`src/rtl/servo_pkg.sv`:
```
// rtl/servo_pkg.sv - shared constants, position type and pulse-width helper for the servo PWM block
package servo_pkg;

    localparam int DEF_N_CH          = 4;
    localparam int DEF_POS_W         = 8;
    localparam int DEF_PERIOD_CYCLES = 200000;
    localparam int DEF_MIN_PULSE     = 10000;
    localparam int DEF_STEP_CYCLES   = 40;
    localparam int DEF_RAMP_FRAMES   = 1;

    typedef logic [DEF_POS_W-1:0] pos_t;

    // Pulse width in clocks for a given position.
    function automatic int pulse_width(input int pos, input int min_pulse, input int step_cycles);
        return min_pulse + pos * step_cycles;
    endfunction

endpackage

```
`src/rtl/servo_channel.sv`:
```
// rtl/servo_channel.sv - one servo channel: target/current position, slew ramp, enable and pulse output
//
// Ports:
//   clk, rst_n    clock, asynchronous active-low reset
//   boundary_i    high on the last cycle of a frame
//   fcnt_i        frame counter value of the current cycle
//   wr_i          accepted write addressed to this channel
//   wr_snap_i     write also loads the current position
//   wr_en_i       enable bit carried by the write
//   wr_value_i    target position carried by the write
//   pwm_o         registered pulse output
//   settled_o     registered (current == target)
module servo_channel
    import servo_pkg::*;
#(
    parameter int POS_W         = DEF_POS_W,
    parameter int PERIOD_CYCLES = DEF_PERIOD_CYCLES,
    parameter int MIN_PULSE     = DEF_MIN_PULSE,
    parameter int STEP_CYCLES   = DEF_STEP_CYCLES,
    parameter int RAMP_FRAMES   = DEF_RAMP_FRAMES,
    localparam int FW           = $clog2(PERIOD_CYCLES),
    localparam int RW           = (RAMP_FRAMES > 1) ? $clog2(RAMP_FRAMES) : 1
) (
    input  logic             clk,
    input  logic             rst_n,
    input  logic             boundary_i,
    input  logic [FW-1:0]    fcnt_i,
    input  logic             wr_i,
    input  logic             wr_snap_i,
    input  logic             wr_en_i,
    input  logic [POS_W-1:0] wr_value_i,
    output logic             pwm_o,
    output logic             settled_o
);

    logic [POS_W-1:0] target_q, target_d;
    logic [POS_W-1:0] cur_q, cur_d;
    logic [RW-1:0]    rdiv_q, rdiv_d;
    logic             en_req_q, en_req_d;
    logic             en_act_q, en_act_d;
    logic [FW-1:0]    w_q, w_d;
    logic             pwm_q, pwm_d;
    logic             settled_q;
    logic [FW:0]      fcnt_nx;

    // Frame counter value of the next cycle (never wraps here: only used off the boundary).
    assign fcnt_nx = {1'b0, fcnt_i} + {{FW{1'b0}}, 1'b1};

    always_comb begin
        target_d = target_q;
        en_req_d = en_req_q;
        cur_d    = cur_q;
        rdiv_d   = rdiv_q;
        en_act_d = en_act_q;
        w_d      = w_q;
        pwm_d    = 1'b0;

        // Writes are never accepted on the boundary cycle, so they cannot race the ramp step.
        if (wr_i) begin
            target_d = wr_value_i;
            en_req_d = wr_en_i;
            if (wr_snap_i) begin
                cur_d = wr_value_i;
            end
        end

        if (boundary_i) begin
            // Ramping is gated by the enable of the frame that is ending.
            if (!en_act_q) begin
                rdiv_d = '0;
            end else if (rdiv_q == RW'(RAMP_FRAMES - 1)) begin
                rdiv_d = '0;
                if (cur_q < target_q) begin
                    cur_d = cur_q + {{(POS_W-1){1'b0}}, 1'b1};
                end else if (cur_q > target_q) begin
                    cur_d = cur_q - {{(POS_W-1){1'b0}}, 1'b1};
                end
            end else begin
                rdiv_d = rdiv_q + {{(RW-1){1'b0}}, 1'b1};
            end
            en_act_d = en_req_q;
            // Width is frozen per frame so a mid-frame snap cannot reshape the pulse in flight.
            w_d      = FW'(pulse_width(int'(cur_d), MIN_PULSE, STEP_CYCLES));
            pwm_d    = en_act_d && (w_d != '0);
        end else begin
            pwm_d = en_act_q && (fcnt_nx < {1'b0, w_q});
        end
    end

    always_ff @(posedge clk or negedge rst_n) begin
        if (!rst_n) begin
            target_q  <= '0;
            cur_q     <= '0;
            rdiv_q    <= '0;
            en_req_q  <= 1'b0;
            en_act_q  <= 1'b0;
            w_q       <= FW'(MIN_PULSE);
            pwm_q     <= 1'b0;
            settled_q <= 1'b1;
        end else begin
            target_q  <= target_d;
            cur_q     <= cur_d;
            rdiv_q    <= rdiv_d;
            en_req_q  <= en_req_d;
            en_act_q  <= en_act_d;
            w_q       <= w_d;
            pwm_q     <= pwm_d;
            settled_q <= (cur_q == target_q);
        end
    end

    assign pwm_o     = pwm_q;
    assign settled_o = settled_q;

endmodule

```
`src/rtl/servo_pwm_multi.sv`:
```
// rtl/servo_pwm_multi.sv - multi-channel RC-servo pulse generator with slew-limited positioning
//
// Ports:
//   clk, rst_n    clock, asynchronous active-low reset
//   set_valid     write request
//   set_ready     write accepted this cycle (low on the frame boundary cycle)
//   set_chan      channel index of the write (>= N_CH is accepted and dropped)
//   set_value     new target position
//   set_snap      write also loads the current position
//   set_en        channel enable carried by the write
//   pwm           per-channel pulse outputs
//   settled       per-channel current == target
//   frame_start   one-cycle strobe on the first clock of each frame
module servo_pwm_multi
    import servo_pkg::*;
#(
    parameter int N_CH          = DEF_N_CH,
    parameter int POS_W         = DEF_POS_W,
    parameter int PERIOD_CYCLES = DEF_PERIOD_CYCLES,
    parameter int MIN_PULSE     = DEF_MIN_PULSE,
    parameter int STEP_CYCLES   = DEF_STEP_CYCLES,
    parameter int RAMP_FRAMES   = DEF_RAMP_FRAMES,
    localparam int FW           = $clog2(PERIOD_CYCLES)
) (
    input  logic             clk,
    input  logic             rst_n,
    input  logic             set_valid,
    output logic             set_ready,
    input  logic [2:0]       set_chan,
    input  logic [POS_W-1:0] set_value,
    input  logic             set_snap,
    input  logic             set_en,
    output logic [N_CH-1:0]  pwm,
    output logic [N_CH-1:0]  settled,
    output logic             frame_start
);

    if (MIN_PULSE + ((2 ** POS_W) - 1) * STEP_CYCLES > PERIOD_CYCLES - 1) begin : g_bad_params
        $error("servo_pwm_multi: widest pulse does not fit in the frame");
    end

    logic [FW-1:0] fcnt_q, fcnt_d;
    logic          frame_start_q;
    logic          boundary;
    logic          wr_accept;

    assign boundary  = (fcnt_q == FW'(PERIOD_CYCLES - 1));
    assign set_ready = !boundary;
    assign wr_accept = set_valid && set_ready;

    always_comb begin
        fcnt_d = fcnt_q + {{(FW-1){1'b0}}, 1'b1};
        if (boundary) begin
            fcnt_d = '0;
        end
    end

    // Reset parks the counter on the boundary so the first edge after release opens frame 0.
    always_ff @(posedge clk or negedge rst_n) begin
        if (!rst_n) begin
            fcnt_q        <= FW'(PERIOD_CYCLES - 1);
            frame_start_q <= 1'b0;
        end else begin
            fcnt_q        <= fcnt_d;
            frame_start_q <= boundary;
        end
    end

    assign frame_start = frame_start_q;

    for (genvar i = 0; i < N_CH; i++) begin : g_ch
        servo_channel #(
            .POS_W         (POS_W),
            .PERIOD_CYCLES (PERIOD_CYCLES),
            .MIN_PULSE     (MIN_PULSE),
            .STEP_CYCLES   (STEP_CYCLES),
            .RAMP_FRAMES   (RAMP_FRAMES)
        ) u_ch (
            .clk        (clk),
            .rst_n      (rst_n),
            .boundary_i (boundary),
            .fcnt_i     (fcnt_q),
            .wr_i       (wr_accept && (set_chan == 3'(i))),
            .wr_snap_i  (set_snap),
            .wr_en_i    (set_en),
            .wr_value_i (set_value),
            .pwm_o      (pwm[i]),
            .settled_o  (settled[i])
        );
    end

endmodule

```
`config.mk`:
```
export PLATFORM = sky130hd
export DESIGN_NAME = servo_pwm_multi
export DESIGN_NICKNAME = d
export VERILOG_FILES = /design/src/rtl/servo_pkg.sv /design/src/rtl/servo_channel.sv /design/src/rtl/servo_pwm_multi.sv
export SDC_FILE = /design/constraint.sdc
export NUM_CORES = 1
export LEC_CHECK = 0
export CAP_MARGIN = 10
export CORE_UTILIZATION = 50
export CTS_CLUSTER_SIZE = 8
export DETAILED_ROUTE_END_ITERATION = 6
export GPL_TIMING_DRIVEN = 1
export PLACE_DENSITY = 0.78
export SLEW_MARGIN = 0
export SYNTH_ARGS = -nofsm -noshare
export SYNTH_HDL_FRONTEND = slang
export SYNTH_SLANG_ARGS = --single-unit
```
`constraint.sdc`:
```
create_clock -name clk -period 4.37 [get_ports clk]
set_input_delay 0.437 -clock clk [delete_from_list [all_inputs] [get_ports clk]]
set_output_delay 0.437 -clock clk [all_outputs]
set_load 0.005 [all_outputs]
```
# After elaboration in Yosys (flattened, before gate mapping)
# Cells that the tools add are included.
[op_classes]
add_sub_neg = 18
multipliers = 4
div_mod_pow = 0
magnitude_cmp = 12
eq_ne = 8
n_shift = 0
muxes = 45
bitwise_logic = 0
reduce_logical = 19
[ops]
columns = ["cell", "count"]
rows = [
  ["$mux W8", 32],
  ["$lt A19 B18 Y1", 4],
  ["$add A15 B18 Y18 const A", 4],
  ["$reduce_bool A18 Y1", 4],
  ["$mul A8 B3 Y11 const B", 4],
  ["$add A8 B1 Y8 const B", 4],
  ["$eq A8 B8 Y1", 4],
  ["$gt A8 B8 Y1", 4],
  ["$lt A8 B8 Y1", 4],
  ["$sub A8 B1 Y8 const B", 4],
  ["$add A18 B1 Y19 const B", 1],
  ["$add A18 B1 Y18 const B", 1],
  ["$eq A18 B18 Y1 const B", 1],
  ["$mux W18", 1],
  ["$logic_and A1 B1 Y1", 13],
  ["$mux W1", 12],
  ["$eq A3 B2 Y1 const B", 2],
  ["$add A1 B1 Y1 const B", 4],
  ["$eq A3 B1 Y1 const B", 1],
  ["$logic_not A3 Y1", 1],
  ["$logic_not A1 Y1", 1],
]
[totals]
ff_bits = 175
latchBits = 0
ramBits = 0
romBits = 0
inputBits = 16
output_inout_bits = 10
elab_cells = 140
n_memories = 0

# Logic depth before layout (Yosys ltp)
# Gate-level depths: netlist of the first run.
[depth]
ltp_word = 15
mapped_depth = 23
ltp_nobuf = 21

# By module
# Synthesis of the first run repeated with hierarchy kept, for this count alone.
[unflattened]
hier_cells = 1506
hier_area_um2 = 13012.5
[by_module_without_submodules]
columns = ["mod", "instances", "cells_each", "area_each_um2"]
rows = [
  ["servo_channel (g_ch[0].u_ch ...)", 3, 363, 3079.2],
  ["servo_channel (g_ch[3].u_ch)", 1, 329, 2820.2],
  ["servo_pwm_multi", 1, 88, 954.7],
]

# Least setup slack after synthesis of the first run
# OpenSTA, ideal clock, no wires.
[synth_timing]
path_type = "reg2reg"
start = "register g_ch[3].u_ch.cur_q[1]"
end = "register g_ch[3].u_ch.w_q[12]"
arrival_ps = 4513
t_required_ps = 4245
slack_ps = -269
stages_incl_launch_ff = 19
cell_sequence = "dfrtp_1 ha_1 nor2b_1 o31ai_1 a21o_1 nand2_1 a311o_1 a31oi_1 inv_1 ha_1 ha_1 fa_1 a21o_1 a21oi_1 xnor2_1 or3_1 o21ai_0 xnor2_1 mux2_4"
[synth_between]
elab_chain_len = 9
[synth_lines]
columns = ["item", "line", "rtl"]
rows = [
  ["start, declared", "servo_channel.sv:37", "logic [POS_W-1:0] cur_q, cur_d;"],
  ["start signal, assigned", "servo_channel.sv:102", "cur_q <= cur_d;"],
  ["parallel branches: the longest is 5 deep, another holds $sub A8 B1 Y8", "n/a", ""],
  ["$mux W8 (*)", "servo_channel.sv:69", "if (!en_act_q) begin"],
  ["$mux W8 (*)", "servo_channel.sv:67", "if (boundary_i) begin"],
  ["$mul A8 B3 Y11 (*)", "servo_pkg.sv:15", "return min_pulse + pos * step_cycles;"],
  ["$add A15 B18 Y18 (*)", "servo_pkg.sv:15", ""],
  ["end signal, assigned", "servo_channel.sv:97", "w_q <= FW'(MIN_PULSE);"],
  ["end signal, assigned", "servo_channel.sv:106", "w_q <= w_d;"],
  ["end, declared", "servo_channel.sv:41", "logic [FW-1:0] w_q, w_d;"],
]
# Mark *: on every way between the ends. The select of a mux whose other input is x is not followed.
# A chain may end at the register's enable or synchronous reset.

# Final worst setup path of the first run
[layout_timing]
start = "register g_ch[3].u_ch.cur_q[2]"
end = "register g_ch[3].u_ch.w_q[12]"
# The elaborated chain is that of the path after synthesis.

==> impl_metrics.ini, run 1 <==
[floorplan]
die_area_um2 = 23870
coreArea_um2 = 22710
die_w_um = 154.5
initial_core_util_pct = 51.21
dieHeight_um = 154.5
fp-row-count = 55
io_pins = 26

[synthesis]
yosysTopAreaCell = dfrtp_1
synthArstFlopShare_pct = 100.0
synth.most_common_cell = ha_1
synth_edf_count = 0
synth_common_cells = 119 x ha_1, 118 x nand2_1, 112 x dfrtp_1
synthTopCellsByArea = dfrtp_1 24%, ha_1 13%, dfstp_2 7.9%
ys.flop_type = dfrtp_1
synthDistinctLibCells = 79
post_synth.cell_area_avg_um2 = 8.870
syn_area_um2 = 11630
ys_ff_latch = 147
synth_top_area_share_pct = 24.10
yosysWarnings = 0
syn-num-nets = 1450
syn_inst = 1311
ys_seq_area_share_pct = 32.01

[worst_setup_path]
worst_ep_arrival_time_ns = 4.62
worstSetupPathType = flop to flop
critPathCaptureType = flop
crit_fanout = 3
reg2reg_slack_ns = 0.07
start_kind = flop
worstPathRequired_ns = 4.69

[power_and_ir_drop]
ir_drop_mv = 0.2819
p_int_uw = 4195
clkPwrFrac_pct = 21.8
p_leak_uw = 0.006851
sw_frac_of_total_pct = 39.75
combPwrFrac_pct = 55.1
powerDensity_nw_per_um2 = 486.0
p_total_uw = 6963
power_switching_uw = 2768
pwr-share-seq_pct = 23.1

[finish]
area_growth_pct = 23.19
drive_above_1_share_pct = 25.76
n_fill_cell = 1784
final_nets = 1597
multi_input_area_um2 = 7791
seqCellArea_um2 = 3725
final_core_util_pct = 63.08
insertedDiodeCount = 0

[routing]
drt_iter0_drc = 796
via_count = 10683
drc = 0
drt-total-wl_um = 33180
firstDrtPassIters = 5
ant_nets = 0
vias_per_cell = 6.084
wl_per_cell_um = 18.89

[placement]
pre_cts_slack_ns = -0.2221
io_buffers = 25
dpl.hpwl_um = 23220
routabilityCongestion = 0.9151

[global_route]
overflow = 0
grt_pass1_wl_um = 51870
antenna_found_initial = 1
grt_usage_pct = 27.63
grt_pass1_vias = 10436
grt_max_degree = 90

[outcome]
status = complete, no violations

[min_path]
hold_path.class = input pin to asynchronous set/reset pin

[timing]
maxSlewHeadroom_pct = 41.50
finClkSkew_ns = 0.009676
rsz0062_at_grt = true
final_hold_viol_count = 0
slew_violations = 0
setup_ws_ns = 0.06656
finalCritPeriodShare_pct = 98.48
setup_viol = 0
fin_crit_ns = 4.303
worst_slew_pin_slew_ns = 0.8708
worst_hold_slack_ns = 0.08520
max_freq_mhz = 232.4

[clock_network]
cts_tree = done
cts_root_buf = clkbuf_16
cts_buffer_depth = 2
ctsHoldBuffers = 0
clkSlewWorstSetupHoldPaths_ns = 0.07
htreeDepth = 4
clock_latency_ns = 0.44
cts_buffers = 17
cts.sinks = 147

[job]
drv_cap = 0
==> metrics by stage <==
stage                     TNS (ns)  instances  instance area, um^2
after global placement    -0.05283       1705                13060
after detailed placement    -1.165       1705                13060
final                            0       1756                14330
after global routing       -0.5006       1756                14330
after floorplan                  0       1311                11650
after CTS                 -0.03026       1741                13710
==> sequential cells by signal (all words and copies together) (netlist names) <==
register,cells
g_ch.u_ch.w_q,48
g_ch.u_ch.pwm_o,4
g_ch.u_ch.en_act_q,4
frame_start,1
g_ch.u_ch.cur_q,32
g_ch.u_ch.target_q,32
g_ch.u_ch.settled_o,4
g_ch.u_ch.en_req_q,4
fcnt_q,18
==> final cells by class <==
class                   count  area share, %
repair buffers            184          10.25
clock inverters            10         0.9433
clock buffers              22          3.171
well taps                 285          2.489
inverters                 105          2.751
multi-input cells        1003          54.39
flip-flops and latches    147          26.00
==> cell usage in the layout, fill, tap and decap left out, types with 16 or more instances in the layout <==
master           count
mux2i_1             24
nor2_1              80
clkbuf_16           17
xor2_1              36
nand3_1             42
nor3_1              27
nand4_1             16
clkdlybuf4s50_1     24
mux2_2              31
nand2_1            113
a21oi_1             41
buf_4              155
xnor2_1             50
and3_1              22
inv_1              103
o21ai_0             81
dfstp_2             35
ha_1               114
dfrtp_1            110
==> power by group through the flow <==
stage | registers [uW] | logic (uW) | clock network (uW)
2_1_floorplan | 1630 | 2200 | 0
3_3_place_gp | 1620 | 3180 | 0
3_5_place_dp | 1620 | 3280 | 0
4_1_cts | 1600 | 3360 | 1530
5_1_grt | 1620 | 4180 | 1580
6_report | 1610 | 3840 | 1520
==> worst paths after layout <==
kind,start,endpoint,cells past startpoint
max in group asynchronous,rst_n,g_ch[3].u_ch.w_q[13],2
hold / removal,rst_n,g_ch[1].u_ch.target_q[6],1
setup / recovery,g_ch[3].u_ch.cur_q[2],g_ch[3].u_ch.w_q[12],19
hold reg to reg,g_ch[3].u_ch.w_q[3],g_ch[3].u_ch.w_q[3],2
min in group clk,g_ch[3].u_ch.w_q[3],g_ch[3].u_ch.w_q[3],2
setup reg to reg,g_ch[3].u_ch.cur_q[2],g_ch[3].u_ch.w_q[12],19
==> worst max-delay path, stage by stage, from the launching register on <==
cell	delay, ns
dfrtp_1	0.42
ha_4	0.29
o21a_1	0.16
o31ai_4	0.08
a21o_1	0.24
buf_6	0.14
and3_4	0.17
a311o_1	0.34
a31oi_2	0.19
inv_1	0.07
ha_2	0.20
ha_4	0.17
fa_2	0.36
a21o_1	0.17
a21oi_2	0.20
xnor2_2	0.11
or3_4	0.36
o21ai_4	0.18
xnor2_2	0.07
mux2_4	0.25
==> routing by layer <==
layer  wire (um)  part of all wire, %  GRT usage, %  vias up
met5           0                    0             0        -
met4        1453                  4.4         12.97        0
met3        1900                  5.7         4.987      129
met2       16040                   48         47.23      396
met1       13790                   42         33.79     5181
li1            -                    -             -     4977
==> logic make-up after synthesis <==
logic type / synth area share, %
DFF: 32.01
muxes: 6.025
xor gates and xnor gates: 7.069
buffers and inverters: 5.659
adders and majority gates: 13.49
and+or+nand+nor: 16.41
AOI/OAI and AO/OA: 19.34
==> what timing repair did <==
action,4_1_cts,5_1_grt
pin swaps,4,38
endpoints found under the hold margin,0,0
setup endpoints to repair,13,21
gates cloned,0,0
resized for setup,7,116
buffers inserted,4,15
Note: power is estimated with default switching activity, not from simulation.
==> run 2, diff against run 1 <==
--- a/config.mk
+++ b/config.mk
@@ -9,7 +9,7 @@
 export CORE_UTILIZATION = 50
 export CTS_CLUSTER_SIZE = 8
 export DETAILED_ROUTE_END_ITERATION = 6
-export GPL_TIMING_DRIVEN = 1
+export GPL_TIMING_DRIVEN = 0
 export PLACE_DENSITY = 0.78
 export SLEW_MARGIN = 0
 export SYNTH_ARGS = -nofsm -noshare
==> run 2 against run 1 <==
Effect of this change:
- via count is 1.1% higher
- largest cell class unchanged
- the run now ends with setup timing left
- global-route usage grew 0.75 points
- critical path type is now input pin to flop
- non-clock buffer count decreased by 27
- cell count shrank 1.5%
- clock skew is 0.0011 ns lower
- sequential share of layout area increased by 0.052 points
- largest power group unchanged
- sequential cell count stayed put
- critical endpoint unchanged
==> impl_metrics.ini, run 2 (same netlist as run 1, synthesis figures left out) <==
[floorplan]
coreArea_um2 = 22710
io_pins = 26
die_area_um2 = 23870
initial_core_util_pct = 51.21
die_w_um = 154.5
fp-row-count = 55
dieHeight_um = 154.5

[finish]
layout_commonest_cell = nand2_1
final_nets = 1570
n_fill_cell = 1773
final_cell_mix = 115 x nand2_1, 109 x ha_1, 100 x inv_1
final_area_um2 = 14360
reg.largest.list = g_ch.u_ch.w_q: 48 flops, g_ch.u_ch.cur_q: 32 flops, g_ch.u_ch.target_q: 32 flops
area_growth_pct = 23.48
multi_input_area_um2 = 8041
drive_above_1_share_pct = 25.76
largest-register = g_ch.u_ch.w_q
seqCellArea_um2 = 3741
final_core_util_pct = 63.23
largest_register_ffs = 48
insertedDiodeCount = 0

[power_and_ir_drop]
powerDensity_nw_per_um2 = 482.6
sw_frac_of_total_pct = 41.30
p_leak_uw = 0.006692
power_switching_uw = 2862
p_int_uw = 4068
combPwrFrac_pct = 53.3
ir_drop_mv = 0.2697
pwr-share-seq_pct = 24.2
clkPwrFrac_pct = 22.5

[global_route]
grt_usage_pct = 28.38
grt_pass1_wl_um = 53030
grtUsageMet2_pct = 47.79
grt_busiest_layer = met2
grt_pass1_vias = 10202
overflow = 0
grt_max_degree = 101
antenna_found_initial = 0
grtUsageMet3_pct = 5.380
globalRouteMet1Util_pct = 35.72

[outcome]
violations = setup timing
status = finished with violations

[routing]
drt-total-wl_um = 34940
drc = 0
firstDrtPassIters = 7
ant_nets = 0
vias_per_cell = 6.245
drt_iter0_drc = 866
via_count = 10797
wl_per_cell_um = 20.21

[clock_network]
cts_root_buf = clkbuf_16
cts.sinks = 147
cts_buffer_depth = 2
clkSlewWorstSetupHoldPaths_ns = 0.06
clock_latency_ns = 0.43
cts_buffers = 17
htreeDepth = 4
cts_tree = done

[timing]
setup_viol = 2
final_hold_viol_count = 0
max_freq_mhz = 226.9
fin_crit_ns = 4.407
finClkSkew_ns = 0.008624
fin_tns_setup_ns = -0.05448
finalCritPeriodShare_pct = 100.8
slew_violations = 0
worst_slew_pin_slew_ns = 0.9408
setup_ws_ns = -0.03654
maxSlewHeadroom_pct = 37.09
worst_hold_slack_ns = 0.4788
rsz0062_at_grt = true

[worst_setup_path]
cp_top_family = simple AND/OR/NAND/NOR gates
slowest_delay_ns = 0.49
worstPathRequired_ns = 4.69
worstPathCellList = clkdlybuf4s50_1 -> nor2b_1 -> nand4_1 -> a21oi_4 -> mux2i_2 -> nor2_2 -> a31oi_4 -> inv_1 -> ha_2 -> ha_4 -> fa_2 -> a21o_1 -> a21oi_2 -> xnor2_2 -> or3_4 -> o21ai_2 -> xnor2_1 -> mux2_4
worst_ep_arrival_time_ns = 4.72
worstSetupPathType = input pin to flop
start_kind = input pin
cp_slowest_cell = clkdlybuf4s50_1
critPathCaptureType = flop
crit_fanout = 6
crit_buf_inv = 2

[placement]
io_buffers = 24
dpl.hpwl_um = 22900
dpl_cell_area_um2 = 12280
routabilityCongestion = 0.9407

[job]
drv_cap = 0

[min_path]
hold_path.class = flop to flop
## run 2: cell types whose count changed in the layout (fill, tap and decap cells not counted), moves of 4 or more
cell | previous run | this run
buf_4 | 155 | 87
clkbuf_1 | 4 | 31
dfrtp_1 | 110 | 97
dfrtp_2 | 2 | 15
ha_1 | 114 | 109
o21ai_2 | 5 | 10
xnor2_1 | 50 | 45
xnor2_2 | 5 | 10
mux2i_4 | 1 | 5
## run 2: worst paths after layout
check	startpoint	endpoint	slack, ns	cells after the start
hold / removal	g_ch[3].u_ch.w_q[8]	g_ch[3].u_ch.w_q[8]	0.48	2
setup / recovery	set_valid	g_ch[3].u_ch.w_q[12]	-0.04	18
setup reg to reg	g_ch[3].u_ch.cur_q[1]	g_ch[3].u_ch.w_q[12]	-0.03	19
hold reg to reg	g_ch[3].u_ch.w_q[8]	g_ch[3].u_ch.w_q[8]	0.48	2
min in group asynchronous	rst_n	g_ch[1].u_ch.target_q[2]	0.51	2
max in group asynchronous	rst_n	g_ch[3].u_ch.cur_q[6]	2.93	3
## run 2: timing repair
action | CTS | global route
setup buffers | 34 | 49
pin swaps | 21 | 53
endpoints found under the setup margin | 26 | 19
resized for setup | 82 | 115
hold endpoints to repair | 37 | 0
hold buffers | 1 | 0
## run 2: power groups by stage
stage	sequential, uW	clock, uW	combinational [uW]
3_3_place_gp	1680	0	2640
4_1_cts	1670	1570	3040
6_report	1680	1560	3690
5_1_grt	1690	1620	4020
2_1_floorplan	1630	0	2200
3_5_place_dp	1690	0	2740
## run 2: layout make-up
cell class	count	area share, %
plain buffers	48	1.769
inverters	105	2.745
repair buffers	109	6.657
flip-flops and latches	147	26.05
well taps	285	2.483
clock inverters	14	1.229
clock buffers	18	3.059
multi-input cells	1003	56.00
## run 2: metal layers
metal	routed length, um	part of all wire (%)
met1	13980	40
met2	17050	49
met3	2528	7.2
met4	1379	3.9
met5	0	0
## run 2: tightest hold or removal path, delay by kind of cell, from the launching register on
family | cells | cell delay, ns
flip-flops | 1 | 0.37
AO/OA/AOI/OAI | 1 | 0.06
AND/OR/NAND/NOR | 1 | 0.04
## run 2: stage by stage
stage / total power, uW / setup slack [ns] / std cells
6_report: 6929 / -0.03654 / 1729
2_1_floorplan: 3821 / 0.0009019 / 1311
5_1_grt: 7323 / -0.1538 / 1729
3_3_place_gp: 4326 / -3.177 / 1620
3_5_place_dp: 4423 / -0.8047 / 1621
4_1_cts: 6273 / 0.002240 / 1682
